`config.mk`:
```
export PLATFORM = sky130hd
export DESIGN_NAME = apb_master_param
export DESIGN_NICKNAME = d
export VERILOG_FILES = /design/src/rtl/apb_param_pkg.sv /design/src/rtl/apb_addr_decoder.sv /design/src/rtl/apb_master_param.sv
export SDC_FILE = /design/constraint.sdc
export NUM_CORES = 1
export LEC_CHECK = 0
export CELL_PAD_IN_SITES_DETAIL_PLACEMENT = 1
export CELL_PAD_IN_SITES_GLOBAL_PLACEMENT = 1
export CORE_MARGIN = 4
export CORE_UTILIZATION = 26
export CTS_BUF_LIST = sky130_fd_sc_hd__clkbuf_16
export DETAILED_ROUTE_END_ITERATION = 8
export PLACE_DENSITY = 0.8
export SYNTH_ARGS = -nofsm -noshare
export SYNTH_HDL_FRONTEND = slang
export SYNTH_SLANG_ARGS = --single-unit
```
`constraint.sdc`:
```
create_clock -name clk -period 5.2 [get_ports clk]
set_clock_uncertainty 0.1 [all_clocks]
set_input_delay 1.04 -clock clk [delete_from_list [all_inputs] [get_ports clk]]
set_output_delay 1.04 -clock clk [all_outputs]
set_load 0.03 [all_outputs]
```
`src/rtl/apb_param_pkg.sv`:
```
// Shared definitions for the parameterised APB requester.
//   apb_state_t      : requester FSM states (IDLE, SETUP, ACCESS)
//   DEF_*            : default widths / counts used by the top-level parameters
//   TO_CNT_WIDTH     : width of the optional ACCESS wait counter
//   sel_bits()       : number of address MSBs used to pick a completer,
//                      max(1, clog2(num_slaves))
package apb_param_pkg;

  typedef enum logic [1:0] {
    IDLE   = 2'd0,
    SETUP  = 2'd1,
    ACCESS = 2'd2
  } apb_state_t;

  localparam int DEF_ADDR_WIDTH  = 32;
  localparam int DEF_DATA_WIDTH  = 32;
  localparam int DEF_NUM_SLAVES  = 4;
  localparam int DEF_TIMEOUT_CYC = 16;
  localparam int TO_CNT_WIDTH    = 8;

  function automatic int sel_bits(input int num_slaves);
    int b;
    b = $clog2(num_slaves);
    return (b < 1) ? 1 : b;
  endfunction

endpackage

```
`src/rtl/apb_addr_decoder.sv`:
```
// Completer address decoder (purely combinational).
// Ports:
//   addr_msb : the top SEL_BITS bits of the CPU address
//   sel      : one-hot completer select (all-zero on decode error)
//   index    : binary completer index
//   dec_err  : index does not name an existing completer
module apb_addr_decoder
  import apb_param_pkg::*;
#(
  parameter int NUM_SLAVES = DEF_NUM_SLAVES,
  parameter int SEL_BITS   = sel_bits(NUM_SLAVES)
) (
  input  logic [SEL_BITS-1:0]   addr_msb,
  output logic [NUM_SLAVES-1:0] sel,
  output logic [SEL_BITS-1:0]   index,
  output logic                  dec_err
);

  always_comb begin
    index   = addr_msb;
    dec_err = (32'(addr_msb) >= 32'(NUM_SLAVES));
    sel     = '0;
    for (int k = 0; k < NUM_SLAVES; k++) begin
      if (addr_msb == SEL_BITS'(k)) sel[k] = 1'b1;
    end
  end

endmodule

```
`src/rtl/apb_master_param.sv`:
```
// Parameterised APB requester: turns single CPU requests into APB
// SETUP/ACCESS transfers towards one of NUM_SLAVES completers.
// Optional feature macro: APB_MASTER_TIMEOUT_EN (ACCESS wait-cycle abort).
//
// CPU side handshake: a request is taken on any rising edge where
// cpu_valid && cpu_ready; cpu_ready is high only in IDLE, and the requester
// keeps cpu_valid and its payload steady until that edge. cpu_valid seen
// outside IDLE is ignored. Each accepted request (or decode error) yields
// exactly one cpu_done pulse with cpu_err/cpu_rdata valid in that cycle.
//
// Ports:
//   clk, rst                     : clock, async active-high reset
//   cpu_valid/cpu_ready          : request handshake
//   cpu_wr/addr/wdata/strb       : request payload
//   cpu_done/cpu_err/cpu_rdata   : completion pulse and result
//   psel/penable/pwrite/paddr/pwdata/pstrb : APB requester outputs
//   pready/pslverr/prdata        : per-completer APB responses
//   dbg_state                    : current FSM state (apb_state_t encoding)
module apb_master_param
  import apb_param_pkg::*;
#(
  parameter int ADDR_WIDTH  = DEF_ADDR_WIDTH,
  parameter int DATA_WIDTH  = DEF_DATA_WIDTH,
  parameter int NUM_SLAVES  = DEF_NUM_SLAVES,
  parameter int TIMEOUT_CYC = DEF_TIMEOUT_CYC
) (
  input  logic                             clk,
  input  logic                             rst,
  input  logic                             cpu_valid,
  output logic                             cpu_ready,
  input  logic                             cpu_wr,
  input  logic [ADDR_WIDTH-1:0]            cpu_addr,
  input  logic [DATA_WIDTH-1:0]            cpu_wdata,
  input  logic [DATA_WIDTH/8-1:0]          cpu_strb,
  output logic                             cpu_done,
  output logic [DATA_WIDTH-1:0]            cpu_rdata,
  output logic                             cpu_err,
  output logic [NUM_SLAVES-1:0]            psel,
  output logic                             penable,
  output logic                             pwrite,
  output logic [ADDR_WIDTH-1:0]            paddr,
  output logic [DATA_WIDTH-1:0]            pwdata,
  output logic [DATA_WIDTH/8-1:0]          pstrb,
  input  logic [NUM_SLAVES-1:0]            pready,
  input  logic [NUM_SLAVES-1:0]            pslverr,
  input  logic [NUM_SLAVES*DATA_WIDTH-1:0] prdata,
  output logic [1:0]                       dbg_state
);

  localparam int STRB_WIDTH = DATA_WIDTH / 8;
  localparam int SEL_BITS   = sel_bits(NUM_SLAVES);

  // Elaboration-time parameter range checks.
  if (DATA_WIDTH != 8 && DATA_WIDTH != 16 && DATA_WIDTH != 32) begin : g_bad_dw
    $error("apb_master_param: DATA_WIDTH must be 8, 16 or 32");
  end
  if (NUM_SLAVES < 1 || NUM_SLAVES > 16) begin : g_bad_ns
    $error("apb_master_param: NUM_SLAVES must be 1..16");
  end
  if (TIMEOUT_CYC < 2 || TIMEOUT_CYC > 255) begin : g_bad_to
    $error("apb_master_param: TIMEOUT_CYC must be 2..255");
  end

  apb_state_t            state;
  logic [SEL_BITS-1:0]   idx_q;

  logic [NUM_SLAVES-1:0] dec_sel;
  logic [SEL_BITS-1:0]   dec_index;
  logic                  dec_err;

  logic                  pready_sel;
  logic                  pslverr_sel;
  logic [DATA_WIDTH-1:0] prdata_sel;

`ifdef APB_MASTER_TIMEOUT_EN
  localparam logic [TO_CNT_WIDTH-1:0] TO_LAST = TO_CNT_WIDTH'(TIMEOUT_CYC - 1);
  logic [TO_CNT_WIDTH-1:0] to_cnt;
`endif

  apb_addr_decoder #(
    .NUM_SLAVES (NUM_SLAVES),
    .SEL_BITS   (SEL_BITS)
  ) u_dec (
    .addr_msb (cpu_addr[ADDR_WIDTH-1 -: SEL_BITS]),
    .sel      (dec_sel),
    .index    (dec_index),
    .dec_err  (dec_err)
  );

  // Only the response of the completer latched at accept time is looked at;
  // every other completer's pready/pslverr/prdata is don't-care.
  always_comb begin
    pready_sel  = 1'b0;
    pslverr_sel = 1'b0;
    prdata_sel  = '0;
    for (int k = 0; k < NUM_SLAVES; k++) begin
      if (idx_q == SEL_BITS'(k)) begin
        pready_sel  = pready[k];
        pslverr_sel = pslverr[k];
        prdata_sel  = prdata[k*DATA_WIDTH +: DATA_WIDTH];
      end
    end
  end

  assign cpu_ready = (state == IDLE);
  assign dbg_state = state;

  always_ff @(posedge clk or posedge rst) begin
    if (rst) begin
      state     <= IDLE;
      idx_q     <= '0;
      psel      <= '0;
      penable   <= 1'b0;
      pwrite    <= 1'b0;
      paddr     <= '0;
      pwdata    <= '0;
      pstrb     <= '0;
      cpu_done  <= 1'b0;
      cpu_err   <= 1'b0;
      cpu_rdata <= '0;
`ifdef APB_MASTER_TIMEOUT_EN
      to_cnt    <= '0;
`endif
    end else begin
      cpu_done <= 1'b0;
      case (state)
        IDLE: begin
          if (cpu_valid) begin
            if (dec_err) begin
              // No such completer: answer straight away, bus stays quiet.
              cpu_done  <= 1'b1;
              cpu_err   <= 1'b1;
              cpu_rdata <= '0;
            end else begin
              state  <= SETUP;
              idx_q  <= dec_index;
              psel   <= dec_sel;
              paddr  <= cpu_addr;
              pwrite <= cpu_wr;
              pwdata <= cpu_wdata;
              pstrb  <= cpu_wr ? cpu_strb : STRB_WIDTH'(0);
            end
          end
        end
        SETUP: begin
          state   <= ACCESS;
          penable <= 1'b1;
`ifdef APB_MASTER_TIMEOUT_EN
          to_cnt  <= '0;
`endif
        end
        ACCESS: begin
          // pready is tested first so it wins over a same-cycle timeout.
          if (pready_sel) begin
            state     <= IDLE;
            psel      <= '0;
            penable   <= 1'b0;
            cpu_done  <= 1'b1;
            cpu_err   <= pslverr_sel;
            cpu_rdata <= pwrite ? DATA_WIDTH'(0) : prdata_sel;
          end
`ifdef APB_MASTER_TIMEOUT_EN
          else if (to_cnt == TO_LAST) begin
            state     <= IDLE;
            psel      <= '0;
            penable   <= 1'b0;
            cpu_done  <= 1'b1;
            cpu_err   <= 1'b1;
            cpu_rdata <= '0;
          end else begin
            to_cnt <= to_cnt + 1'b1;
          end
`endif
        end
        default: state <= IDLE;
      endcase
    end
  end

endmodule

```
Word level (Yosys, flattened, before mapping)
Index checks and enable logic that the tools add are counted.
- input bits: 208
- register bits after elaboration: 112
- output and inout bits: 111
- logic and storage cells: 59
- mux-type cells: 28
- equality and inequality tests: 10
- reductions and logical operators: 10
- operators with widths (kind ; number):
    2-to-1 mux 32 bit ; 5
    2-to-1 mux 1 bit ; 15
    2-to-1 mux 4 bit ; 3
    equality test 2 bit, second input constant ; 5
    one-hot mux 4 bit (2 select lines) ; 1
    AND reduction 2 bit ; 4
    equality test 2 x 1 -> 1 bit, second input constant ; 3
    logical NOT 2 bit ; 3
    one-hot mux 2 bit (3 select lines) ; 1
    2-to-1 mux 2 bit ; 2
    != test 2 bit, second input constant ; 2
    nonzero test 2 bit ; 2
    AND reduction 3 bit ; 1
    one-hot mux 1 bit (2 select lines) ; 1

Longest topological paths before layout
- depth after elaboration: 7
- depth in mapped cells: 6
- mapped depth without buffers: 4

Hierarchy
Synthesis repeated with hierarchy kept, for this count alone.
- cell total of the unflattened synthesis: 525
- area, all modules: 5393.9 sq um
- modules (own cells, without submodules) (module ; times used ; seq. area each (sq um) ; area an instance (sq um) ; cells each):
    apb_master_param ; 1 ; 2802.7 ; 5341.4 ; 517
    apb_addr_decoder ; 1 ; 0.0 ; 52.6 ; 8

Worst setup path before layout
No wires, ideal clock.
- path type: input port to flip-flop
- from: input port cpu_valid
- to: register paddr[0]
- buffers on the path: 2
- slack: 2993 ps
- stages on the path: 5
- arrival time: 1990 ps
- library setup time: 117 ps
- data required time: 4983 ps
- cell sequence: or3b_2 > buf_2 > clkbuf_1 > nand2_1 > nand2_1
- cells in the longest elaborated chain, start to end: 1
- ends and longest elaborated chain (item ; line ; text):
    start, declared ; apb_master_param.sv:29 ; input logic cpu_valid,
    AND reduction 2 bit (no line) ; -- ;
    end signal, assigned ; apb_master_param.sv:138 ; paddr <= cpu_addr;
    end, declared ; apb_master_param.sv:41 ; output logic [ADDR_WIDTH-1:0] paddr,
No other way between the ends.
A chain may end at the register's enable or synchronous reset.

Final worst setup path
- from: register paddr[30]
- to: output port paddr[30]
No word-level cell between the ends.

==> summary by stage <==
Worst setup path
The number of buffers and inverters on the critical path is 1. The worst setup path is captured at an output pin. Broken down by cell family, the worst path's largest delay share belongs to flip-flops.

The most critical setup path has its endpoint at paddr[30]. The slack of the worst reg-to-reg path is between 2 and 3 ns. The arrival time of data at the critical path endpoint is about 1.9 ns. The critical path is of the reg2out type. In this run the worst path has a maximum fanout of 30. The standard cell with the maximum stage delay on the critical path is sky130_fd_sc_hd__dfrtp_4.

The data required time at the worst endpoint is 4.06 ns. The number of cells on the worst reg-to-reg path is 3. The start point of the critical path is paddr[30]. The largest incremental delay on the critical path is 0.78 ns. The count of cell instances traversed by the critical path is 1. The startpoint of the worst register-to-register path is paddr[30].

The end of the worst register-to-register path is cpu_err. Traced cell by cell, the critical path runs through clkdlybuf4s50_1. The worst setup path is launched from a flop.

Synth
In the synthesized netlist the dominant register cell turns out to be sky130_fd_sc_hd__dfrtp_1. After synthesis the netlist holds a flip-flop and latch count of 110. By count the netlist is led by sky130_fd_sc_hd__nand2_1 (207), sky130_fd_sc_hd__dfrtp_1 (110), sky130_fd_sc_hd__mux2i_1 (67). The cell count after synthesis came out at approximately 510.

Yosys attributes the largest share of cell area to sky130_fd_sc_hd__dfrtp_1 (54%), sky130_fd_sc_hd__nand2_1 (15%), sky130_fd_sc_hd__mux2i_1 (13%). The number of nets in the synthesized netlist is between 700 and 800. The sequential share of the synthesized area is a little over half.

The number of warnings reported in the yosys synthesis log is 0. The share of the synthesized area in the top cell type is a little over half. Yosys mapped a number of flops with a built-in enable equal to 0. The mean area per synthesized cell is roughly 10 sq um. Counting distinct cell types in the post-synthesis netlist gives 25. sky130_fd_sc_hd__nand2_1 is the most common cell in the netlist. The biggest area contributor in the post-synthesis netlist is sky130_fd_sc_hd__dfrtp_1. In the synthesized netlist the async set-or-reset flop fraction comes to 100.0%. The synthesized area is just over 5000 sq um.

Power and ir drop
The power density relative to cell area is approximately 590 nW/um^2. The worst-case IR drop observed on VDD is ~0.29 mV. The static leakage is 3.933 nW. Total power for the finished layout comes to 5.253 mW.

Layout
At the end of the flow, the number of nets in the layout was between 1,000 and 1,500. In the final layout, the share of cells above drive strength 1 is between 7 and 8%. The fill cell total of the finished layout is 2,167. The repair_antennas step left the layout with diodes totalling 0. The synthesis-to-finish area growth is 71.81%.

Outcome
The run finished with clean final reports.

Routing
The routed length per instance is 18.50 microns. The via count is between 4,000 and 5,000. The first-pass iteration count of the detailed router is 4. After detailed routing, the number of remaining DRC violations is 0. The total length of routed wires is 19.98 mm. The remaining number of nets flagged by the antenna check after routing is 0. After detailed routing, the number of vias per cell comes to roughly 4.5. The DRC marker count from the first detailed-route iteration is 106.

Place
The HPWL after detailed placement is 15.33 mm. The weighted congestion reported at the end of routability-driven placement is ~0.75. The number of buffer cells added on primary ports is between 300 and 400. The worst setup timing slack at the placement stage is around 1.8 ns.

Clock tree
The clock latency on the worst-skew pair is roughly 0.35 ns. The clock tree from TritonCTS is done. The root cell of the clock tree is sky130_fd_sc_hd__clkbuf_16. After clock tree synthesis, the repair step resized 0 gates. Counting every sink on the clock net gives 110. After clock tree synthesis, the clock-pin slew on the worst setup and hold paths is around 0.070 ns. In this run the deepest clock path goes through 2 buffers. Buffers added to address setup during post-CTS repair amount to 0.

In this run, CTS created clock tree buffers numbering 9. In this run, post-CTS hold repair placed 0 buffers. The deepest level of the CTS H-tree is 3.

Timing
The clock period could shrink to approximately 3.1 ns. Summed over all failing endpoints, the final setup total negative slack is 0 ns. Setup repair after global routing left no endpoint under its margin. The transition time at the pin with the least slew margin is just under 1 ns. The final max-slew violation count was 0. The final hold violation count is 0.

The relative slew slack is about a third. Based on the critical path, the design can be clocked at up to between 0.3 and 0.4 GHz. The setup violation total in the final timing report is 0. The final hold slack is between 0.3 and 0.4 ns. The post-route clock period utilization is a little under 60%. Across all setup checks in the final design, the least slack found is roughly 2.1 ns.

Die
The die area is ~22,000 sq um. The floorplan die width is about 150 microns. The initial utilization of the core area, before any placement, comes to 26.43%. The total I/O pin count is between 300 and 400. The core region is 19,460 sq um.

The height of the die is 148.7 microns. The initialized floorplan defines 51 standard-cell rows.

Global routing
The via count of the first global-routing pass is about 5,200. The initial antenna violation count is 0. The global-route wire length before repair is about 30 mm.

Global routing consumed, over all layers together, around 17% of the routing resources. The total overflow reported by the global router is 0. The maximum number of pins on one net before global-route repair is 77.

Min path
The path class of the lowest-slack min-delay path is reg2reg.

Flow run
The max-cap check violation count is 0.
[per-layer routing]
layer  global-route usage, %  share of wire [%]
met2                   30.23                 50
met4                   3.972                1.6
met3                   8.288                 11
met1                   19.15                 37
met5                       0                  0
[where the power goes]
part / internal [mW] / switching (mW)
combinational: 1.31 / 1.70
clock: 0.376 / 0.332
sequential: 1.25 / 0.285
total: 2.94 / 2.31
[how the worst min path moves through the flow]
stage / from / to / slack, ns / cells after the start
finish: pstrb[0] / pstrb[0] / 0.37 / 2
global route: pwdata[21] / pwdata[21] / 0.40 / 2
CTS: pstrb[2] / pstrb[2] / 0.37 / 2
detailed placement: pstrb[2] / pstrb[2] / 0.36 / 2
global placement: pstrb[2] / pstrb[2] / 0.35 / 2
floorplan: pstrb[0] / pstrb[0] / 0.55 / 2
[stage by stage]
stage / cells / instance area, sq um / util (%)
final: 1080 / 8837 / 45.41
after global routing: 1080 / 8837 / 45.41
after CTS: 1080 / 8837 / 45.41
after detailed placement: 1065 / 8542 / 43.89
after global placement: 1065 / 8542 / 43.89
after floorplan: 509 / 5144 / -
[state kept, by name (all words and copies together), names as in the netlist, 2 cells and up]
signal / flops
pstrb: 4
psel: 4
cpu_rdata: 32
paddr: 32
pwdata: 32
dbg_state: 2
[cell usage in the layout, fill, tap and decap left out]
master                            synthesis  final
sky130_fd_sc_hd__clkdlybuf4s50_1          0    318
sky130_fd_sc_hd__nand2_1                207    207
sky130_fd_sc_hd__dfrtp_1                110    109
sky130_fd_sc_hd__mux2i_1                 67     67
sky130_fd_sc_hd__o22ai_1                 32     32
sky130_fd_sc_hd__mux2_2                  29     29
sky130_fd_sc_hd__clkbuf_16                0      9
sky130_fd_sc_hd__buf_4                    4      7
sky130_fd_sc_hd__nand3_1                  5      5
sky130_fd_sc_hd__mux2_4                   4      4
sky130_fd_sc_hd__o21ai_0                  4      4
sky130_fd_sc_hd__nand3b_1                 3      3
sky130_fd_sc_hd__nand2b_1                 3      3
sky130_fd_sc_hd__or3b_2                   1      1
sky130_fd_sc_hd__inv_2                    1      1
sky130_fd_sc_hd__nor2_1                   1      1
sky130_fd_sc_hd__or3b_1                   1      1
sky130_fd_sc_hd__o22ai_4                  0      1
sky130_fd_sc_hd__inv_4                    0      1
sky130_fd_sc_hd__or2_2                    1      1
sky130_fd_sc_hd__o32ai_1                  1      1
sky130_fd_sc_hd__inv_1                    2      1
sky130_fd_sc_hd__a21oi_1                  1      1
sky130_fd_sc_hd__mux4_2                   1      1
sky130_fd_sc_hd__clkinvlp_4               0      1
sky130_fd_sc_hd__clkinv_1                 0      1
sky130_fd_sc_hd__inv_8                    0      1
sky130_fd_sc_hd__bufinv_16                0      1
sky130_fd_sc_hd__inv_6                    0      1
sky130_fd_sc_hd__clkinv_4                 0      1
sky130_fd_sc_hd__dfrtp_4                  0      1
[kinds of logic after synthesis]
| logic type | synth area share [%] |
|---|---|
| compound gates | 4.792 |
| buf+inv | 3.770 |
| mux | 20.99 |
| simple gates | 16.93 |
| flops | 53.51 |
[area by class of cell]
| type | count | area, sq um | area share (%) |
|---|---|---|---|
| repair buffers | 325 | 3236 | 36.61 |
| well taps | 265 | 331.6 | 3.752 |
| clock buffers | 9 | 225.2 | 2.548 |
| multi-input cells | 362 | 2205 | 24.95 |
| clock inverters | 6 | 70.07 | 0.7929 |
| flip-flops and latches | 110 | 2756 | 31.19 |
| inverters | 3 | 13.76 | 0.1557 |
No activity file was read; power rests on OpenSTA's default activity.
